## src/rtl/reg_reader_pkg.sv

```systemverilog
// Shared definitions for the register read-back streamer: FSM encoding and
// word/byte sizing constants.
package reg_reader_pkg;

  typedef enum logic [1:0] {
    IDLE = 2'd0,
    SEND = 2'd1,
    DONE = 2'd2
  } state_t;

  localparam int DEFAULT_WIDTH = 32;

  // At least one index bit, even for a single-byte word.
  function automatic int index_width(input int bytes);
    return (bytes > 1) ? $clog2(bytes) : 1;
  endfunction

  localparam int BYTES_PER_WORD = DEFAULT_WIDTH / 8;
  localparam int INDEX_WIDTH    = index_width(BYTES_PER_WORD);

endpackage

```

## src/rtl/reg_reader_register.sv

```systemverilog
// Generic enable register used to hold the captured snapshot word.
module register #(
  parameter int WIDTH = 32
) (
  input  logic             clk,
  input  logic             reset,
  input  logic             write_enable,
  input  logic [WIDTH-1:0] d,
  output logic [WIDTH-1:0] q
);

  always_ff @(posedge clk or posedge reset) begin
    if (reset)
      q <= '0;
    else if (write_enable)
      q <= d;
  end

endmodule

```

## src/rtl/reg_reader.sv

```systemverilog
// Snapshots a register word on request and streams it out byte by byte over a
// valid/ready interface, ending each word with a one-cycle done pulse.
module reg_reader
  import reg_reader_pkg::*;
#(
  parameter int WIDTH     = DEFAULT_WIDTH,
  parameter bit MSB_FIRST = 1'b1
) (
  input  logic             clk,
  input  logic             reset,
  input  logic [WIDTH-1:0] reg_data,
  input  logic             read_req,
  output logic             busy,
  output logic [7:0]       byte_out,
  output logic             byte_valid,
  input  logic             byte_ready,
  output logic             last,
  output logic             done
);

  localparam int BPW = WIDTH / 8;
  localparam int IW  = index_width(BPW);

  state_t           state;
  logic [IW-1:0]    index;
  logic [IW-1:0]    next_index;
  logic [WIDTH-1:0] snapshot;
  logic             capture;

  assign capture    = (state == IDLE) && read_req;
  assign next_index = index + IW'(1);

  register #(
    .WIDTH(WIDTH)
  ) u_snapshot (
    .clk         (clk),
    .reset       (reset),
    .write_enable(capture),
    .d           (reg_data),
    .q           (snapshot)
  );

  // Byte position counts from the end that leaves first.
  function automatic logic [7:0] select_byte(input logic [WIDTH-1:0] word,
                                             input logic [IW-1:0]    idx);
    int pos;
    pos = MSB_FIRST ? (BPW - 1 - int'(idx)) : int'(idx);
    return word[pos*8 +: 8];
  endfunction

  // byte_out is loaded from reg_data at capture because the snapshot register
  // only shows the new word after the same edge.
  always_ff @(posedge clk or posedge reset) begin
    if (reset) begin
      state      <= IDLE;
      index      <= '0;
      busy       <= 1'b0;
      byte_out   <= 8'h00;
      byte_valid <= 1'b0;
      last       <= 1'b0;
      done       <= 1'b0;
    end else begin
      case (state)
        IDLE: begin
          if (read_req) begin
            state      <= SEND;
            index      <= '0;
            busy       <= 1'b1;
            byte_valid <= 1'b1;
            byte_out   <= select_byte(reg_data, '0);
            last       <= (BPW == 1);
          end
        end
        SEND: begin
          if (byte_ready) begin
            if (last) begin
              state      <= DONE;
              byte_valid <= 1'b0;
              byte_out   <= 8'h00;
              last       <= 1'b0;
              done       <= 1'b1;
            end else begin
              index    <= next_index;
              byte_out <= select_byte(snapshot, next_index);
              last     <= (next_index == IW'(BPW - 1));
            end
          end
        end
        DONE: begin
          state <= IDLE;
          index <= '0;
          busy  <= 1'b0;
          done  <= 1'b0;
        end
        default: begin
          state      <= IDLE;
          index      <= '0;
          busy       <= 1'b0;
          byte_out   <= 8'h00;
          byte_valid <= 1'b0;
          last       <= 1'b0;
          done       <= 1'b0;
        end
      endcase
    end
  end

endmodule

```

## config.mk

```make
export PLATFORM = sky130hd
export DESIGN_NAME = reg_reader
export DESIGN_NICKNAME = d
export VERILOG_FILES = /design/src/rtl/reg_reader_pkg.sv /design/src/rtl/reg_reader_register.sv /design/src/rtl/reg_reader.sv
export SDC_FILE = /design/constraint.sdc
export NUM_CORES = 1
export LEC_CHECK = 0
export ABC_CLOCK_PERIOD_IN_PS = 1950
export CAP_MARGIN = 25
export CELL_PAD_IN_SITES_DETAIL_PLACEMENT = 0
export CELL_PAD_IN_SITES_GLOBAL_PLACEMENT = 1
export CORE_ASPECT_RATIO = 0.8
export CORE_MARGIN = 2
export CORE_UTILIZATION = 45
export DETAILED_ROUTE_END_ITERATION = 12
export DONT_BUFFER_PORTS = 1
export PLACE_DENSITY = 0.72
export SYNTH_ARGS = -nofsm -noshare
export SYNTH_HDL_FRONTEND = slang
export SYNTH_SLANG_ARGS = --single-unit
```

## constraint.sdc

```tcl
create_clock -name clk -period 1.95 [get_ports clk]
set_input_delay 0.39 -clock clk [delete_from_list [all_inputs] [get_ports clk]]
set_output_delay 0.39 -clock clk [all_outputs]
set_load 0.02 [all_outputs]
```

== Word-level counts from Yosys, hierarchy flattened ==
Index checks and enable logic that the tools add are counted.
Storage, ports and cells
  register bits after elaboration: 48
  bits of input ports: 36
  output and inout port bits: 12
  logic and storage cells: 53
Cells by class
  add/subtract/negate cells: 2
  equality and inequality tests: 7
  shift operators: 1
  muxes and demuxes: 24
  bitwise gates (word level): 3
  reductions and logical operators: 8
Operators with widths (count)
  $shiftx A32 B6 Y8: 1
  $mux W8: 3
  $pmux W8 S3: 1
  $mux W2: 6
  $reduce_and A3 Y1: 4
  $mux W1: 8
  $ne A2 B2 Y1 const B: 4
  $pmux W2 S2: 2
  $pmux W1 S3: 2
  $eq A2 B2 Y1 const B: 2
  $pmux W1 S2: 2
  $reduce_and A4 Y1: 1
  $not A1 Y1: 3
  $sub A2 B2 Y3 const A: 1
  $add A2 B1 Y2 const B: 1
  $eq A2 B1 Y1 const B: 1
  $logic_not A2 Y1: 1
  $reduce_and A2 Y1: 1
  $logic_and A1 B1 Y1: 1

== Logic depth before layout (Yosys ltp) ==
Gate-level depths: netlist of the first run.
  depth after elaboration: 6
  gate-level depth with buffers: 7
  depth with buffers taken out: 5

== Hierarchy ==
From an unflattened synthesis of the first run, not the netlist that was laid out.
Unflattened totals
  cell total of the unflattened synthesis: 157
  area total of the unflattened synthesis: 2299.7 um^2
By module, submodules not included
  register: times used 1, cells each 69, area an instance 1348.8 um^2, sequential area each 800.8 um^2
  reg_reader: times used 1, cells each 88, area an instance 950.9 um^2, sequential area each 400.4 um^2

== Worst setup path before layout of the first run ==
Ideal clock, no wire load.
  kind: register -> register
  from: register index[0]
  to: register byte_out[0]
  library setup time: 0.126 ns
  data arrival time: 1.806 ns
  data required time: 1.824 ns
  setup slack: 0.018 ns
  stages on the path, launching flop included: 8
  path buffers: 2
  period minus slack after synthesis: 1.932 ns
  cells stage by stage: dfrtp_1 > buf_6 > inv_1 > ha_1 > buf_6 > mux4_2 > nor2b_1 > a221o_1
On the way
  word-level cells in the longest chain between the ends: 6
Ends and longest elaborated chain
  from (decl): RTL line reg_reader.sv:25  | logic [IW-1:0] index;
  from (signal assigned): RTL line reg_reader.sv:83  | index <= next_index;
  $add A2 B1 Y2: RTL line reg_reader.sv:31  | assign next_index = index + IW'(1);
  $sub A2 B2 Y3: RTL line reg_reader.sv:47  | pos = MSB_FIRST ? (BPW - 1 - int'(idx)) : int'(idx);
  $shiftx A32 B6 Y8: RTL line reg_reader.sv:48  | return word[pos*8 +: 8];
  $mux W8: RTL line reg_reader.sv:76  | if (last) begin
  $mux W8: RTL line reg_reader.sv:75  | if (byte_ready) begin
  $pmux W8 S3: RTL line reg_reader.sv:63  | case (state)
  to (signal assigned): RTL line reg_reader.sv:70  | byte_out <= select_byte(reg_data, '0);
  to (signal assigned): RTL line reg_reader.sv:84  | byte_out <= select_byte(snapshot, next_index);
  to (decl): RTL line reg_reader.sv:14  | output logic [7:0] byte_out,
Every way passes these cells. The select of a mux whose other input is x is not followed.
A chain may end at the register's enable or synchronous reset.

== Final worst setup path of the first run ==
  from: register index[1]
  to: register byte_out[4]
Same word-level chain as after synthesis.

==> results of run 1 <==
-- metrics by stage --
stage	worst slack (ns)	total power, mW
5_1_grt	0.0302	4.47
6_report	0.0874	4.16
2_1_floorplan	0.0178	3.08
3_5_place_dp	0.0239	3.44
3_3_place_gp	0.111	3.33
4_1_cts	0.0454	4.20
-- report_power, final --
| group | switching, mW | leakage [nW] | internal [mW] |
|---|---|---|---|
| logic | 0.578 | 0.367 | 0.934 |
| registers | 0.448 | 0.578 | 1.48 |
| clock network | 0.334 | 0.0541 | 0.380 |
-- worst max-delay path: cells and delay by family, from the launching register on --
family                     cells  cell delay [ns]
DFF                            1             0.43
muxes                          1             0.48
adders and majority gates      1             0.29
buffers and inverters          1             0.13
and+or+nand+nor                1             0.14
AOI/OAI and AO/OA              1             0.27
-- layout make-up --
| cell class | instances | area [µm²] |
|---|---|---|
| Fill cell | 406 | 2210 |
| Inverter | 4 | 15.0 |
| Sequential cell | 48 | 1200 |
| Multi-Input combinational cell | 85 | 863 |
| Tap cell | 60 | 75.1 |
| Clock buffer | 5 | 68.8 |
| Clock inverter | 3 | 42.5 |
| Timing Repair Buffer | 8 | 88.8 |
-- registers in the layout, summed over array words and instances, names as in the netlist --
signal	count
u_snapshot.q	32
index	2
last	1
byte_out	8
busy	1
byte_valid	1
done	1
state	2
-- synthesized netlist by cell type --
| cell | n |
|---|---|
| nand3_2 | 1 |
| o21ai_1 | 1 |
| nand3_1 | 1 |
| mux2i_1 | 1 |
| xnor2_1 | 1 |
| and2b_1 | 1 |
| nand2b_1 | 1 |
| ha_1 | 1 |
| a21o_1 | 1 |
| buf_4 | 3 |
| o22ai_1 | 1 |
| nor3_1 | 1 |
| buf_6 | 2 |
| a21oi_1 | 3 |
| nand2_1 | 3 |
| nor2_1 | 6 |
| o21a_1 | 1 |
| a31oi_1 | 1 |
| nor2_2 | 1 |
| nor2b_1 | 9 |
| a221o_1 | 8 |
| inv_2 | 1 |
| a311oi_1 | 1 |
| buf_2 | 1 |
| mux4_2 | 8 |
| dfrtp_1 | 48 |
| inv_1 | 3 |
| clkbuf_1 | 1 |
| mux2_1 | 32 |
| a22oi_1 | 1 |
-- metal layers --
layer / track usage (%) / vias up / routed length [µm]
met5: 0 / - / 0
met4: 6.36 / 0 / 65
met3: 5.63 / 8 / 230
met2: 28.2 / 37 / 1940
met1: 21.2 / 616 / 1710
li1: - / 538 / -
-- cell usage in the layout, fill, tap and decap left out, types with 2 or more instances in the layout --
cell | Yosys | final
a221o_1 | 8 | 8
dfrtp_1 | 48 | 48
clkbuf_8 | 0 | 5
inv_2 | 1 | 3
nand2_1 | 3 | 3
nor2_1 | 6 | 6
a21oi_1 | 3 | 3
buf_12 | 0 | 2
mux2_1 | 32 | 32
buf_4 | 3 | 5
nor2b_1 | 9 | 9
mux4_2 | 8 | 8
-- cells by family after synthesis --
| group | Yosys count |
|---|---|
| adder cells (fa/ha/maj) | 1 |
| AND/OR/NAND/NOR | 24 |
| multiplexers | 41 |
| flip-flops | 48 |
| AO/OA/AOI/OAI | 18 |
| XOR/XNOR | 1 |
| buffers and inverters | 11 |
-- worst max-delay path by stage --
| stage | to | cells after the start | from | slack, ns |
|---|---|---|---|---|
| finish | byte_out[4] | 5 | index[1] | 0.09 |
| global route | byte_out[4] | 6 | index[0] | 0.03 |
| CTS | byte_out[4] | 6 | index[0] | 0.05 |
| detailed placement | byte_out[3] | 6 | index[0] | 0.02 |
| global placement | byte_out[2] | 6 | index[0] | 0.11 |
| floorplan | byte_out[0] | 7 | index[0] | 0.02 |
-- timing repair --
| action | in CTS | in global routing |
|---|---|---|
| buffers inserted | 0 | 1 |
| setup endpoints to repair | 1 | 3 |
| hold buffers | 0 | 0 |
| gates resized for setup | 2 | 1 |
==> summary.md, run 1 <==
| Metric | Value |
|---|---|
| Required @ worst endpoint | approximately 2.1 ns |
| XOR/XNOR share of the synthesized area | 0.414% |
| Port bufs | 0 |
| Routed len/inst | 18.5 µm |
| DR pass1 iterations | 4 |
| Final slew viol count | 0 |
| Ranking of synthesized cells by area | dfrtp_1 (57%), mux2_1 (17%), mux4_2 (8.5%) |
| Die width | roughly 81 µm |
| Register area share after synthesis | ~57% |
| PwrDens | around 1800 nW/µm² |
| Top-area cell type share of the netlist area | 56.8% |
| Ys Warns | 0 |
| CTS buffer count | 5 |
| Critical path peak fanout | 3 |
| Fin Hold WS | just over 0.005 ns |
| Antenna Nets Post-Route | 0 |
| Tightest Pin Transition | ~0.52 ns |
| Clk pin slew, worst setup/hold paths | approximately 0.090 ns |
| Die height | 65.3 µm |
| Max Root-Sink Buffers | 2 |
| CP max stage delay | 0.48 ns |
| Clock Root Buffer | clkbuf_8 |
| Worst setup SP type | register |
| Dpl cell area | between 2000 and 2500 µm² |
| Placed Cells | 204 |
| Final Critical Period | around 1.9 ns |
| CTS Sinks | 48 |
| First-pass GRT wire length | 6.69 mm |
| R2R Path End | byte_out[4] |
| Final setup fails | 0 |
| Cell Count, Final, Fillers Out | between 200 and 250 |
| Final Cycle Share | between 90% and 100% |
| Crit path kind | register to register |
| Clock Latency Late Sink | 0.30 ns |
| Mux contribution to synthesized area | a little over a quarter |
| Routed WL | 3.95 mm |
| Maxcap violations | 0 |
| R2R depth | 5 |
| Mean Syn Cell Area | 14.7 µm² |
| Via count | 1199 |
| Finished Cell Area | 2350 µm² |
| FF-to-FF setup slack | 0.09 ns |
| H-tree depth | 2 |
| DP Wirelength | ~2.8 mm |
| Yosys cell types | 30 |
| Achievable Freq | 0.537 GHz |
| Vias/cell | 5.63 |
| # DRC | 0 |
| TritonCTS clock tree | yes |
| Synth Instances | ~140 |
| Nets | 189 |
| Compound-Gate Fraction of Synth Area | just under 7% |
| Vias in the first global route | 1388 |
| Reg2reg start | index[1] |
| Synthesized Nets | around 180 |
| Status | finished clean |
| Die area | 5270 µm² |
| Util after Layout | 51.5% |
| CP arrival | 2.05 ns |
| Leakage | between 0.9 and 1 nW |
| Leading area contributor after synthesis | dfrtp_1 |
| Total grt overflow | 0 |
| Simple-gate share of the synthesized area | 6.15% |
| CORE AREA | 4570 µm² |
| Largest net degree at the start of global routing | 28 |
| Final hold violation count | 0 |
| TNS Setup | 0 ns |
| Largest family of logic cells by synthesized area | multiplexers |
| RSZ-0062 raised after global routing | no |
| Synth-to-layout area growth | 11.3% |
| Mapped cell area | 2120 µm² |
| Hold/Removal Path Class | primary input to async pin |
| Detailed Route Iter0 Violations | 49 |
| Critical path's slowest cell | mux4_2 |
| Antenna violations before repair | 0 |
| N_diodes | 0 |
| Share of cells above drive strength 1 | 19.6% |
| Crit-path cells | ha_4, buf_4, mux4_2, nor2b_1, a221o_1 |
| Rel. slew slack | around 65% |
| Seq cells post-synth | 48 |
| Worst setup EP type | register |
| Initial Util | a little under half |
| All-layer global routing usage | 17.2% |
| FP Rows | 22 |
| Skew final | 0.00877 ns |
| Adder-cell share of the synthesized area | less than 1% |
| Worst vdd ir | a little over 0.8 mV |
| Boundary Pins | 48 |
| GP Congestion | about 0.73 |
(Power assumes the default switching activity.)
==> run 2: changes to the inputs <==
--- a/config.mk
+++ b/config.mk
@@ -6,15 +6,16 @@
 export NUM_CORES = 1
 export LEC_CHECK = 0
 export ABC_CLOCK_PERIOD_IN_PS = 1950
+export BUFFER_PORTS_ARGS = -buffer_cell sky130_fd_sc_hd__buf_2
 export CAP_MARGIN = 25
 export CELL_PAD_IN_SITES_DETAIL_PLACEMENT = 0
 export CELL_PAD_IN_SITES_GLOBAL_PLACEMENT = 1
 export CORE_ASPECT_RATIO = 0.8
 export CORE_MARGIN = 2
-export CORE_UTILIZATION = 45
+export CORE_UTILIZATION = 39
 export DETAILED_ROUTE_END_ITERATION = 12
-export DONT_BUFFER_PORTS = 1
-export PLACE_DENSITY = 0.72
+export GPL_TIMING_DRIVEN = 0
+export PLACE_DENSITY = 0.74
 export SYNTH_ARGS = -nofsm -noshare
 export SYNTH_HDL_FRONTEND = slang
 export SYNTH_SLANG_ARGS = --single-unit
==> run 2 against run 1 <==
Die area grew 15%. Clock power about the same. Register-to-register slack about the same. Largest cell class unchanged. Routed wire length up 12%. Critical endpoint is now byte_out[0]. Final area increased by 10%. Sequential cell count did not move. Fmax grew 0.65%. Highest routed layer unchanged. Hold slack improved by 0.29 ns. Critical path depth up 1.
==> summary.md, run 2 (synthesis results as in run 1) <==
| Metric | Value |
|---|---|
| Die width | between 80 and 90 µm |
| Crit path kind | register to register |
| Critical path peak fanout | 7 |
| Max reg flops | 32 |
| Achievable Freq | between 0.5 and 0.6 GHz |
| Final slew viol count | 0 |
| # DRC | 0 |
| Detailed Route Iter0 Violations | roughly 80 |
| CORE AREA | 5120 µm² |
| Antenna Nets Post-Route | 0 |
| CP max stage delay | ~0.50 ns |
| DP Wirelength | 3.12 mm |
| Routed len/inst | 16.6 µm |
| First-pass GRT wire length | approximately 7.5 mm |
| Maxcap violations | 0 |
| Vias/cell | 5.23 |
| Die area | between 6000 and 7000 µm² |
| Cell Count, Final, Fillers Out | 266 |
| H-tree depth | 2 |
| Leakage | 1.20 nW |
| Util after Layout | 50.8% |
| CTS buffer count | 5 |
| Crit path max-delay family | multiplexers |
| Nets | 240 |
| Vias in the first global route | 1511 |
| Largest net degree at the start of global routing | 43 |
| Clk pin slew, worst setup/hold paths | 0.10 ns |
| Final setup fails | 0 |
| Boundary Pins | 48 |
| Crit path buf inv count | 2 |
| Die height | 69.9 µm |
| TritonCTS clock tree | yes |
| Worst setup EP type | register |
| Worst vdd ir | 0.631 mV |
| Top flop regs | u_snapshot.q: 32 flops, byte_out: 8 flops |
| Routed WL | approximately 4.4 mm |
| RSZ-0062 raised after global routing | no |
| N_diodes | 0 |
| Via count | 1391 |
| Hold/Removal Path Class | primary input to register |
| Final hold violation count | 0 |
| Total grt overflow | 0 |
| Max Root-Sink Buffers | 2 |
| All-layer global routing usage | 16.2% |
| Final Critical Period | 1.85 ns |
| Biggest register | u_snapshot.q |
| Tightest Pin Transition | 0.611 ns |
| Skew final | 0.0167 ns |
| Critical path's slowest cell | mux4_2 |
| Most frequent cells in the layout | buf_2 (48), dfrtp_1 (48), mux2_1 (32) |
| Dpl cell area | 2450 µm² |
| Synth-to-layout area growth | 22.9% |
| GP Congestion | 0.809 |
| Initial Util | 41.3% |
| FP Rows | 23 |
| Worst setup SP type | register |
| Placed Cells | 254 |
| Port bufs | 47 |
| Status | finished clean |
| Finished Cell Area | 2600 µm² |
| Rel. slew slack | 59.1% |
| Clock Latency Late Sink | 0.31 ns |
| Antenna violations before repair | 0 |
| DR pass1 iterations | 4 |
| PwrDens | 1670 nW/µm² |
| Required @ worst endpoint | roughly 2.1 ns |
| CTS Sinks | 48 |
| Crit-path cells | buf_6, inv_2, ha_4, mux4_2, nor2b_1, a221o_1 |
| Share of cells above drive strength 1 | 38.7% |
| Clock Root Buffer | clkbuf_8 |
| Final Cycle Share | between 90 and 100% |
| CP arrival | 2.03 ns |
[run 2: report_power, final]
part / switching [mW] / total (mW) / internal, mW
Clock: 0.336 / 0.716 / 0.380
Combinational: 0.806 / 1.87 / 1.07
Sequential: 0.260 / 1.75 / 1.49
[run 2: final timing paths]
| path | from | end | slack (ns) | depth (start not counted) |
|---|---|---|---|---|
| max reg2reg | index[0] | byte_out[0] | 0.1 | 6 |
| min in group asynchronous | reset | state[1] | 0.52 | 3 |
| min reg2reg | u_snapshot.q[26] | u_snapshot.q[26] | 0.49 | 1 |
| max in group asynchronous | reset | u_snapshot.q[16] | 0.96 | 4 |
| min | reg_data[3] | u_snapshot.q[3] | 0.29 | 2 |
| max | index[0] | byte_out[0] | 0.1 | 6 |
[run 2: metrics by stage]
step / setup TNS (ns) / setup slack (ns) / hold WS, ns / total power [mW]
after floorplan: 0 / 0.0178 / 0.452 / 3.08
after global placement: -7.74 / -0.154 / 0.464 / 3.48
after detailed placement: -0.505 / -0.135 / 0.305 / 3.55
after CTS: 0 / 0.000406 / 0.286 / 4.38
after global routing: 0 / 0.0331 / 0.277 / 4.66
final: 0 / 0.0995 / 0.292 / 4.33
[run 2: layout make-up]
cell class / instances / area [µm²]
flip-flops and latches: 48 / 1200
fillers: 451 / 2520
inverters: 4 / 15.0
well taps: 62 / 77.6
multi-input cells: 85 / 858
clock buffers: 5 / 68.8
plain buffers: 6 / 42.5
repair buffers: 53 / 295
clock inverters: 3 / 42.5
[run 2: worst reg2reg max path: cells and delay by family (launching register included)]
family	cells	cell delay, ns
multiplexers	1	0.50
AND/OR/NAND/NOR	1	0.14
buffers and inverters	2	0.14
adder cells (fa/ha/maj)	1	0.34
flip-flops	1	0.35
AO/OA/AOI/OAI	1	0.27
[run 2: repair_timing]
item / CTS / global route
hold buffers: 1 / 0
gates resized for setup: 0 / 2
buffers inserted: 4 / 0
pin swaps: 1 / 1
endpoints found under the hold margin: 6 / 0
setup endpoints to repair: 4 / 8
cloned: 0 / 0
[run 2: routing by layer]
layer  wire length, µm  share of wire [%]  GRT usage [%]  vias to the layer above
li1                  -                  -              -                      642
met1              2110                 48           23.0                      698
met2              1970                 45           23.8                       44
met3               279                6.3           4.73                        7
met4                51                1.2           5.56                        0
met5                 0                  0              0                        -
==> run 3: changes to the inputs <==
--- a/config.mk
+++ b/config.mk
@@ -16,6 +16,7 @@
 export DETAILED_ROUTE_END_ITERATION = 12
 export GPL_TIMING_DRIVEN = 0
 export PLACE_DENSITY = 0.74
+export REMOVE_ABC_BUFFERS = 1
 export SYNTH_ARGS = -nofsm -noshare
 export SYNTH_HDL_FRONTEND = slang
 export SYNTH_SLANG_ARGS = --single-unit
==> run 3 against run 2 <==
Hold slack worse by 0.22 ns. Register-to-register slack hardly changed. Largest cell class unchanged. Core utilization is 1.3 points lower. Clock skew is 0.010 ns lower. Sequential power hardly changed. Critical path depth is 1 lower. Final area is 2.5% lower. Routed wire length is 5.9% lower. Sequential cell count stayed put.
==> summary.md, run 3 (synthesis results as in run 1) <==
| Metric | Value |
|---|---|
| Clock Power Share | 13.6% |
| Via count | approximately 1400 |
| Nets | 232 |
| Share of cells above drive strength 1 | 36.9% |
| Crit-path cells | inv_1, ha_4, mux4_2, nor2b_1, a221o_1 |
| Port bufs | 47 |
| Clk pin slew, worst setup/hold paths | 0.08 ns |
| Routed WL | 4.15 mm |
| Required @ worst endpoint | 2.13 ns |
| Cell Count, Final, Fillers Out | 257 |
| R2R Path End | byte_out[3] |
| Net Sw Frac | about a third |
| Top flop regs | u_snapshot.q: 32 flops, byte_out: 8 flops |
| CTS buffer count | 5 |
| Worst setup EP type | register |
| CORE AREA | 5120 µm² |
| Final Cycle Share | 95.3% |
| Biggest register | u_snapshot.q |
| GP Congestion | 0.708 |
| Clock Root Buffer | clkbuf_8 |
| Flop pwr share | 43.7% |
| CP max stage delay | approximately 0.5 ns |
| Max reg flops | 32 |
| Final slew viol count | 0 |
| R2R depth | 5 |
| Placed Cells | 248 |
| Max Root-Sink Buffers | 2 |
| Total grt overflow | 0 |
| Rel. slew slack | 68.8% |
| Reg2reg start | index[0] |
| Worst setup SP type | register |
| Internal power | roughly 2.7 mW |
| Fin Hold WS | around 0.075 ns |
| Crit path kind | register to register |
| Leakage | 1.16 nW |
| Final hold violation count | 0 |
| Final Critical Period | 1.86 ns |
| Comb pwr share | between 40% and 50% |
| Crit path buf inv count | 1 |
| Final worst setup slack | 0.0926 ns |
| Cts hold-fix bufs | 0 |
| TritonCTS clock tree | yes |
| Maxcap violations | 0 |
| Worst vdd ir | 0.642 mV |
| Boundary Pins | 48 |
| Critical path's slowest cell | mux4_2 |
| NetSw | 1.33 mW |
| Synth-to-layout area growth | 19.9% |
| Crit path max-delay family | multiplexers |
| DP Wirelength | 2.98 mm |
| CP arrival | 2.04 ns |
| FP Rows | 23 |
| CTS Sinks | 48 |
| Vias/cell | approximately 5.4 |
| All-layer global routing usage | between 10% and 20% |
| WP depth | 5 |
| H-tree depth | 2 |
| Initial Util | 41.3% |
| # DRC | 0 |
| Antenna violations before repair | 0 |
| Detailed Route Iter0 Violations | 55 |
| Final setup fails | 0 |
| Clock Latency Late Sink | 0.30 ns |
| PwrDens | between 1500 and 2000 nW/µm² |
| TNS Setup | 0 ns |
| Critical path peak fanout | 9 |
| Skew final | ~0.0065 ns |
| RSZ-0062 raised after global routing | no |
| Status | finished clean |
| Most frequent cells in the layout | dfrtp_1 (47), buf_2 (47), mux2_1 (32) |
| Die height | about 70 µm |
| Routed len/inst | 16.1 µm |
| Achievable Freq | 0.538 GHz |
| N_diodes | 0 |
| Tightest Pin Transition | 0.468 ns |
| Hold/Removal Path Class | primary input to async pin |
| Largest net degree at the start of global routing | 31 |
| First-pass GRT wire length | 7.07 mm |
| Die width | 86.4 µm |
| DP Worst Slack | -0.653 ns |
| Antenna Nets Post-Route | 0 |
| DR pass1 iterations | 4 |
| Die area | 6030 µm² |
| FF-to-FF setup slack | just over 0.09 ns |
| Vias in the first global route | about 1400 |
run 3: layer usage:
metal  vias to the layer above  track usage, %  wire length, µm
met5                         -               0                0
met4                         0            2.60               31
met3                         4            6.03              317
met2                        53            23.2             1840
met1                       688            20.7             1960
li1                        636               -                -
run 3: worst max path at each step:
stage	startpoint	to	slack [ns]
5_1_grt	index[0]	byte_out[3]	0.01
3_3_place_gp	state[1]	byte_out[4]	-1.32
6_report	index[0]	byte_out[3]	0.09
3_5_place_dp	index[0]	byte_out[3]	-0.65
2_1_floorplan	state[1]	byte_out[0]	-0.52
4_1_cts	state[1]	byte_out[2]	0.04
run 3: final cells by class:
| cell class | count | area [µm²] |
|---|---|---|
| Clock inverter | 1 | 5.00 |
| Inverter | 4 | 15.0 |
| Multi-Input combinational cell | 85 | 866 |
| Fill cell | 455 | 2590 |
| Sequential cell | 48 | 1200 |
| Tap cell | 62 | 77.6 |
| Timing Repair Buffer | 51 | 298 |
| Clock buffer | 6 | 72.6 |
run 3: power groups by stage:
stage	Sequential [mW]	Clock, mW	Combinational, mW
finish	1.77	0.550	1.73
global placement	1.79	0	1.58
detailed placement	1.83	0	1.66
CTS	1.77	0.577	1.76
global route	1.83	0.624	1.90
floorplan	1.86	0	1.13
run 3: repair_timing:
| item | 4_1_cts | 5_1_grt |
|---|---|---|
| cloned | 0 | 0 |
| pin swaps | 1 | 0 |
| setup buffers | 2 | 0 |
| resized for setup | 3 | 1 |
| endpoints found under the setup margin | 9 | 8 |
run 3: metrics by stage:
stage	area [µm²]	utilization, %	power (mW)
6_report	2540	49.5	4.05
4_1_cts	2530	49.5	4.11
2_1_floorplan	2060	-	3.00
3_3_place_gp	2370	46.4	3.37
5_1_grt	2540	49.5	4.36
3_5_place_dp	2430	47.4	3.48
run 3: worst register-to-register path, cell delays in order (launching register included):
cell and delay (ns):
dfrtp_2 0.37, inv_1 0.09, ha_4 0.37, mux4_2 0.51
nor2b_1 0.14, a221o_1 0.26
